File: src/rtl/cdc_rst_seq.sv
// Reset sequencer: async-assert/sync-release of async_clr, stretch, then staged per-channel release.
// Define CDC_RST_SEQ_ACK_EN to pace releases by per-channel rst_ack with a timeout instead of STAGE_DLY.
module cdc_rst_seq #(
   parameter int NUM_CH          = 4,
   parameter int SYNC_FF         = 4,
   parameter int STRETCH         = 16,
   parameter int STAGE_DLY       = 4,
   parameter int RST_ACTIVE_HIGH = 0,
   parameter int ACK_TIMEOUT     = 256
) (
   input  logic              clk,
   input  logic              async_clr,
   input  logic              sw_rst,
`ifdef CDC_RST_SEQ_ACK_EN
   input  logic [NUM_CH-1:0] rst_ack,
   output logic [NUM_CH-1:0] ack_timeout,
`endif
   output logic [NUM_CH-1:0] rst_out,
   output logic              rst_done
);

   typedef enum logic [1:0] {
      ST_RESET,
      ST_STRETCH,
      ST_RELEASE,
      ST_DONE
   } state_t;

   localparam int CNT_MAX = (STRETCH > STAGE_DLY)
                            ? ((STRETCH > ACK_TIMEOUT) ? STRETCH : ACK_TIMEOUT)
                            : ((STAGE_DLY > ACK_TIMEOUT) ? STAGE_DLY : ACK_TIMEOUT);
   localparam int CNT_W = $clog2(CNT_MAX + 1);
   localparam int IDX_W = (NUM_CH > 1) ? $clog2(NUM_CH) : 1;

   localparam logic [IDX_W-1:0] LAST_IDX    = IDX_W'(NUM_CH - 1);
   localparam logic [CNT_W-1:0] STRETCH_END = CNT_W'(STRETCH);
   localparam logic             ASSERT_LVL  = (RST_ACTIVE_HIGH != 0);
`ifdef CDC_RST_SEQ_ACK_EN
   localparam logic [CNT_W-1:0] ACK_END     = CNT_W'(ACK_TIMEOUT - 1);
`else
   localparam logic [CNT_W-1:0] STAGE_END   = CNT_W'(STAGE_DLY - 1);
`endif

   state_t              state_q;
   logic [SYNC_FF-1:0]  syncChain_q;
   logic                syncClr_q;
   logic                syncClr_d;
   logic [CNT_W-1:0]    cnt_q;
   logic [IDX_W-1:0]    idx_q;
   logic [IDX_W-1:0]    idxNext;
   logic [NUM_CH-1:0]   rstOut_q;
   logic                done_q;
   logic                advance;
`ifdef CDC_RST_SEQ_ACK_EN
   logic                ackSeen_q;
   logic [NUM_CH-1:0]   ackTo_q;
   logic                timedOut;
`endif

   always_ff @(posedge clk or posedge async_clr) begin
      if (async_clr) begin
         syncChain_q <= '1;
      end else begin
         syncChain_q <= {syncChain_q[SYNC_FF-2:0], 1'b0};
      end
   end

   // The FSM leaves RESET on the edge that clears the last sync flop, so it looks one stage ahead.
   assign syncClr_q = syncChain_q[SYNC_FF-1];
   assign syncClr_d = syncChain_q[SYNC_FF-2];
   assign idxNext   = idx_q + IDX_W'(1);

`ifdef CDC_RST_SEQ_ACK_EN
   always_comb begin
      advance  = 1'b0;
      timedOut = 1'b0;
      if (ackSeen_q) begin
         advance = 1'b1;
      end else if (!rst_ack[idx_q] && (cnt_q == ACK_END)) begin
         advance  = 1'b1;
         timedOut = 1'b1;
      end
   end
`else
   assign advance = (idx_q == LAST_IDX) || (cnt_q == STAGE_END);
`endif

   always_ff @(posedge clk or posedge async_clr) begin
      if (async_clr) begin
         state_q  <= ST_RESET;
         cnt_q    <= '0;
         idx_q    <= '0;
         rstOut_q <= {NUM_CH{ASSERT_LVL}};
         done_q   <= 1'b0;
`ifdef CDC_RST_SEQ_ACK_EN
         ackSeen_q <= 1'b0;
         ackTo_q   <= '0;
`endif
      end else if (state_q == ST_RESET) begin
         cnt_q <= '0;
         if (!syncClr_d) begin
            state_q <= ST_STRETCH;
         end
      end else if (syncClr_q || sw_rst) begin
         // A set sync flop here means a runt async_clr reached the chain but not the FSM.
         state_q  <= syncClr_q ? ST_RESET : ST_STRETCH;
         cnt_q    <= '0;
         idx_q    <= '0;
         rstOut_q <= {NUM_CH{ASSERT_LVL}};
         done_q   <= 1'b0;
`ifdef CDC_RST_SEQ_ACK_EN
         ackSeen_q <= 1'b0;
         ackTo_q   <= '0;
`endif
      end else begin
         case (state_q)
            ST_STRETCH: begin
               if (cnt_q == STRETCH_END) begin
                  state_q     <= ST_RELEASE;
                  cnt_q       <= '0;
                  idx_q       <= '0;
                  rstOut_q[0] <= ~ASSERT_LVL;
               end else begin
                  cnt_q <= cnt_q + CNT_W'(1);
               end
            end
            ST_RELEASE: begin
               if (advance) begin
                  cnt_q <= '0;
`ifdef CDC_RST_SEQ_ACK_EN
                  ackSeen_q <= 1'b0;
                  if (timedOut) begin
                     ackTo_q[idx_q] <= 1'b1;
                  end
`endif
                  if (idx_q == LAST_IDX) begin
                     state_q <= ST_DONE;
                     done_q  <= 1'b1;
                  end else begin
                     idx_q             <= idxNext;
                     rstOut_q[idxNext] <= ~ASSERT_LVL;
                  end
               end else begin
                  cnt_q <= cnt_q + CNT_W'(1);
`ifdef CDC_RST_SEQ_ACK_EN
                  if (rst_ack[idx_q]) begin
                     ackSeen_q <= 1'b1;
                  end
`endif
               end
            end
            default: begin
            end
         endcase
      end
   end

   assign rst_out  = rstOut_q;
   assign rst_done = done_q;
`ifdef CDC_RST_SEQ_ACK_EN
   assign ack_timeout = ackTo_q;
`endif

endmodule

File: config.mk
export PLATFORM = sky130hd
export DESIGN_NAME = cdc_rst_seq
export DESIGN_NICKNAME = d
export VERILOG_FILES = /design/src/rtl/cdc_rst_seq.sv
export SDC_FILE = /design/constraint.sdc
export NUM_CORES = 1
export LEC_CHECK = 0
export ABC_AREA = 1
export CAP_MARGIN = 20
export CORE_MARGIN = 4
export CORE_UTILIZATION = 45
export CTS_CLUSTER_SIZE = 20
export DETAILED_ROUTE_END_ITERATION = 12
export GPL_TIMING_DRIVEN = 0
export PLACE_DENSITY_LB_ADDON = 0.1
export SYNTH_ARGS = -nofsm -noshare
export SYNTH_HDL_FRONTEND = slang
export SYNTH_SLANG_ARGS = --single-unit
File: constraint.sdc
create_clock -name clk -period 1.82 [get_ports clk]
set_input_delay 0.182 -clock clk [delete_from_list [all_inputs] [get_ports clk]]
set_output_delay 0.182 -clock clk [all_outputs]
set_load 0.005 [all_outputs]
## Yosys cells after proc, flatten, opt, wreduce, memory -nomap -nowiden

Cells that the tools add are included.

- Input port bits: 3
- Memory bits (writable): 0
- Memories kept: 0
- Output and inout port bits: 5
- Flip-flop bits (word level): 22
- Latch bits: 0
- Memory bits (read-only): 0
- Logic and storage cells: 69

- Mux-type cells: 30
- Equal/unequal tests: 13
- Shift-type cells: 0
- $mul: 0
- Bitwise logic cells: 2
- Divide/modulo/power cells: 0
- $add $sub $neg: 2
- Reductions and logical operators: 13
- $lt $le $gt $ge: 2

Operator list:

| kind | count |
|---|---|
| $mux W9 | 4 |
| $mux W2 | 10 |
| $pmux W9 S2 | 1 |
| $mux W4 | 3 |
| $ne A4 B4 Y1 const B | 3 |
| $reduce_and A5 Y1 | 2 |
| $add A9 B1 Y9 const B | 1 |
| $eq A9 B2 Y1 const B | 1 |
| $eq A9 B5 Y1 const B | 1 |
| $ne A3 B3 Y1 const B | 3 |
| $pmux W2 S2 | 2 |
| $reduce_and A4 Y1 | 2 |
| $mux W1 | 7 |
| $reduce_bool A2 Y1 | 3 |
| $eq A2 B2 Y1 const B | 2 |
| $ne A2 B2 Y1 const B | 2 |
| $or A4 B4 Y4 | 1 |
| $reduce_bool A4 Y1 | 1 |
| $lt A2 B3 Y1 const B | 1 |
| $mux W3 | 1 |
| $reduce_bool A3 Y1 | 1 |
| $add A2 B1 Y2 const B | 1 |
| $demux W1 S2 | 1 |
| $eq A2 B1 Y1 const B | 1 |
| other kinds (6) | 7 |

## Depth between registers and ports, before layout

- Depth in word-level cells: 10
- Mapped depth: 13
- Depth with buffers taken out: 13

## Worst setup path after synthesis

Ideal clock, no wire load.

- Path type: reg2reg
- From: register idx_q[0]
- To: register idx_q[0]
- Stages on the path, launching flop included: 10
- Library setup time: 0.117 ns
- Clock period less this slack: 1.356 ns
- Path slack: 0.464 ns
- Buffers on the path: 0
- Arrival: 1.240 ns
- Path through: dfrtp_1 > ha_1 > inv_1 > nor2_2 > a21oi_1 > nand2_1 > nor2_4 > nand2_2 > nand2_1 > nand2_1

- Longest elaborated chain between the ends: 5
- Elaborated cells on any way between the ends: 10
- Classes of those cells: add/sub: 1; eq/ne: 3; mux: 4; reduce/logical: 2

RTL lines:

| item | line | source |
|---|---|---|
| from (decl) | 49 | `logic [IDX_W-1:0] idx_q;` |
| from (signal assigned) | 140 | `idx_q <= idxNext;` |
| $add A2 B1 Y2 | 71 | `assign idxNext = idx_q + IDX_W'(1);` |
| $mux W2 | 136 | `if (idx_q == LAST_IDX) begin` |
| $mux W2 | 128 | `if (advance) begin` |
| $pmux W2 S2 | 116 | `case (state_q)` |
| $mux W2 | 104 | `end else if (syncClr_q \|\| sw_rst) begin` |

Several ways; a longest one is shown, not always the timed one. The select of a mux whose other input is x is not followed.
A chain may end at the register's enable or synchronous reset.

## Worst setup path after layout

- From: register cnt_q[0]
- To: register cnt_q[3]

- Longest elaborated chain between the ends: 6
- Elaborated cells on any way between the ends: 9
- Classes of those cells: add/sub: 1; eq/ne: 2; mux: 5; reduce/logical: 1

RTL lines:

| item | line | source |
|---|---|---|
| from (decl) | 48 | `logic [CNT_W-1:0] cnt_q;` |
| from (signal assigned) | 124 | `cnt_q <= cnt_q + CNT_W'(1);` |
| from (signal assigned) | 144 | `cnt_q <= cnt_q + CNT_W'(1);` |
| branches (longest 3 deep; another with $add A9 B1 Y9) | n/a |  |
| $pmux W9 S2 (*) | 116 |  |
| $mux W9 (*) | 104 |  |
| $mux W9 (*) | 99 | `end else if (state_q == ST_RESET) begin` |

Mark *: on every way between the ends.

==> summary.md <==
| Metric | Value |
|---|---|
| Flop and latch count out of synthesis | 22 |
| Launch point of the worst path | cnt_q[0] |
| Synth top cells by count | nand2_1, dfrtp_1, inv_1, nor2_1 |
| Synthesized net count | 171 |
| Status | finished, final reports clean |
| Worst-path clk slew | 0.13 ns |
| DIE AREA | 3900 µm² |
| CTS buffer count | 3 |
| WL/cell | 12.5 µm |
| DP Cell Count | 200 |
| Max Fanout on Critical Path | 6 |
| Layout area overhead | 12.1% |
| Worst reg2reg startpoint | cnt_q[0] |
| Yosys Warn Count | 0 |
| Final #Nets | 183 |
| Final Max Slew Viols | 0 |
| Post-CTS Hold Fix Bufs | 0 |
| CP Data Required Time | 2.07 ns |
| Placed cell areas | 1440 µm² |
| Std cell rows | 19 |
| Max-Cap Viols | 0 |
| Clock Power Share | 0.257 |
| Seq/Total Area, Yosys | 0.417 |
| Hold Vio Cnt, Final | 0 |
| Comb pwr share | 0.328 |
| Register-to-Register Setup Slack | 0.32 ns |
| Clk sink count | 22 |
| Worst EP arrival | 1.75 ns |
| Startpoint Class | flip-flop |
| Top-area cell type share of the netlist area | 0.338 |
| Post-Synthesis Cell Area | 1330 µm² |
| Sequential power share | 0.416 |
| H-tree lvl count | 1 |
| Crit path time final | 1.50 ns |
| Largest net degree at the start of global routing | 23 |
| IO Pins | 8 |
| IO Port Bufs | 7 |
| Fillers | 284 |
| Async SR Flop Fraction | 1.00 |
| Total Wirelength | 2540 µm |
| Syn_area_per_cell | 8.23 µm² |
| Initial Util | 0.475 |
| TNS Setup | 0 ns |
| RSZ-0062 raised after global routing | no |
| Synth top area cells | dfrtp_1, dfstp_2, nand2_1, nor2_4, ha_1 |
| DRC | 0 |
| DR pass1 iterations | 4 |
| VDD IR max | 0.581 mV |
| Dpl hpwl | 1890 µm |
| Worst R2R Path Depth | 11 |
| Total grt overflow | 0 |
| Netlist cell types | 29 |
| Number of synthesized flops with an enable pin | 0 |
| First-pass GRT wire length | 4650 µm |
| Die span in x | 62.4 µm |
| CP max stage cell | dfrtp_1 |
| Die height | 62.4 µm |
| Fin cells | 204 |
| Post-route ant nets | 0 |
| Critical path buffer and inverter count | 3 |
| Net Sw Frac | 0.340 |
| Sw power | 0.000504 W |
| Yosys top cell by area | dfrtp_1 |
| Initial antenna violation count | 0 |
| Total GRT Usage | 0.146 |
| Vias/cell | 5.14 |
| Worst Tran Pin Value | 0.837 ns |
| GP Congestion | 0.816 |
| Fmax | 669 MHz |
| Kind of critical path | reg -> reg |
| Crit Reg-Reg Endpoint | cnt_q[3] |
| Fin area | 1500 µm² |
| Top-count cell post-synth | nand2_1 |
| Power density over the cells | 992 nW/µm² |
| Tcrit/Tclk final | 0.822 |
| Power Internal | 0.000979 W |
| Worst hold path type | in -> async |
| Worst path cell trace | inv_1, ha_1, nand2_1, clkinv_1, nand2_2, nor2_4, nand2_2, inv_2, nor2_1, nand3_1, a21boi_1 |
| Final setup violation count | 0 |
| CTS tree | built |
| Setup bufs post-CTS | 0 |
| Pre-CTS setup slack | 0.130 ns |
| Number of global-route vias before repair | 1070 |
| Leak Pwr | 0.665 nW |
| Worst skew pair latency | 0.31 ns |
| Main synth FF type | dfrtp_1 |
| N_diodes | 0 |
| Clock Tree Buf Depth | 2 |
| Share of cells above drive strength 1 | 0.254 |
| Core area | 2810 µm² |
| Post-Synthesis Cells | 162 |
| Final setup margin | 0.325 ns |
| CTS root buffer | clkbuf_4 |
| Most used cell, CP | nand2_2 |
| Worst path max stage delay | 0.41 ns |
| Cts repair resizes | 0 |
| Clock skew | 0.00619 ns |
| Worst relative slew slack | 0.441 |
| Via count | 1049 |
| WP depth | 11 |
| DRT iter0 DRCs | 38 |
| CP delay by family, top | simple AND/OR/NAND/NOR gates |
| Critical path endpoint category | flip-flop |
-- cell type report --
class                   count  area (µm²)  share of cell area
well taps                  31        38.8              0.0259
clock inverters             1        30.0              0.0201
plain buffers               1        7.51             0.00502
inverters                  27         104              0.0695
multi-input cells         112         667               0.446
repair buffers              7        70.1              0.0469
flip-flops and latches     22         556               0.372
clock buffers               3        22.5              0.0151
-- stage by stage --
step | total power [W] | hold WS (ns) | utilization
2_1_floorplan | 0.000967 | 0.168 | -
3_3_place_gp | 0.00110 | 0.349 | 0.514
3_5_place_dp | 0.00112 | 0.348 | 0.514
4_1_cts | 0.00150 | 0.344 | 0.533
5_1_grt | 0.00160 | 0.367 | 0.533
6_report | 0.00148 | 0.316 | 0.533
-- cell usage in the layout (no fill, tap or decap), types with 2 or more instances in the layout --
cell              n
inv_2            10
o21ai_0           3
inv_1            15
nand2_1          28
nand4_1           5
clkbuf_4          3
nand2_2           9
clkdlybuf4s50_1   7
nor2_2            3
dfrtp_1          18
nor2_4            8
ha_1              6
nor2_1           13
nand3_1          12
dfstp_2           4
a21oi_1          12
a21boi_1          2
-- flip-flops by register name (all words and copies together), names as in the netlist --
signal / count
state_q: 2
rst_done: 1
idx_q: 2
cnt_q: 9
syncChain_q: 4
rst_out: 4
-- worst max path at each step --
stage / end / slack [ns]
6_report: cnt_q[3] / 0.32
5_1_grt: cnt_q[8] / 0.17
4_1_cts: cnt_q[3] / 0.31
3_5_place_dp: idx_q[1] / 0.13
3_3_place_gp: cnt_q[0] / 0.16
2_1_floorplan: idx_q[0] / 0.46
-- cell families after synthesis --
family                   synth area share
AND/OR/NAND/NOR                     0.329
buffers and inverters              0.0835
flip-flops                          0.417
adder cells (fa/ha/maj)            0.0563
AO/OA/AOI/OAI                       0.112
other                             0.00281
-- power groups by stage --
stage	logic (W)	registers [W]	clock network, W
after detailed placement	0.000489	0.000627	0
after global placement	0.000477	0.000623	0
after global routing	0.000552	0.000627	0.000417
after CTS	0.000493	0.000617	0.000394
final	0.000486	0.000616	0.000381
after floorplan	0.000344	0.000623	0
-- routing by layer --
layer / share of wire / GRT usage / up-vias
met5: 0 / 0 / -
met4: 0.011 / 0.0579 / 0
met1: 0.50 / 0.200 / 496
met2: 0.46 / 0.234 / 14
met3: 0.026 / 0.0162 / 4
li1: - / - / 535
Note: power is estimated with default switching activity, not from simulation.
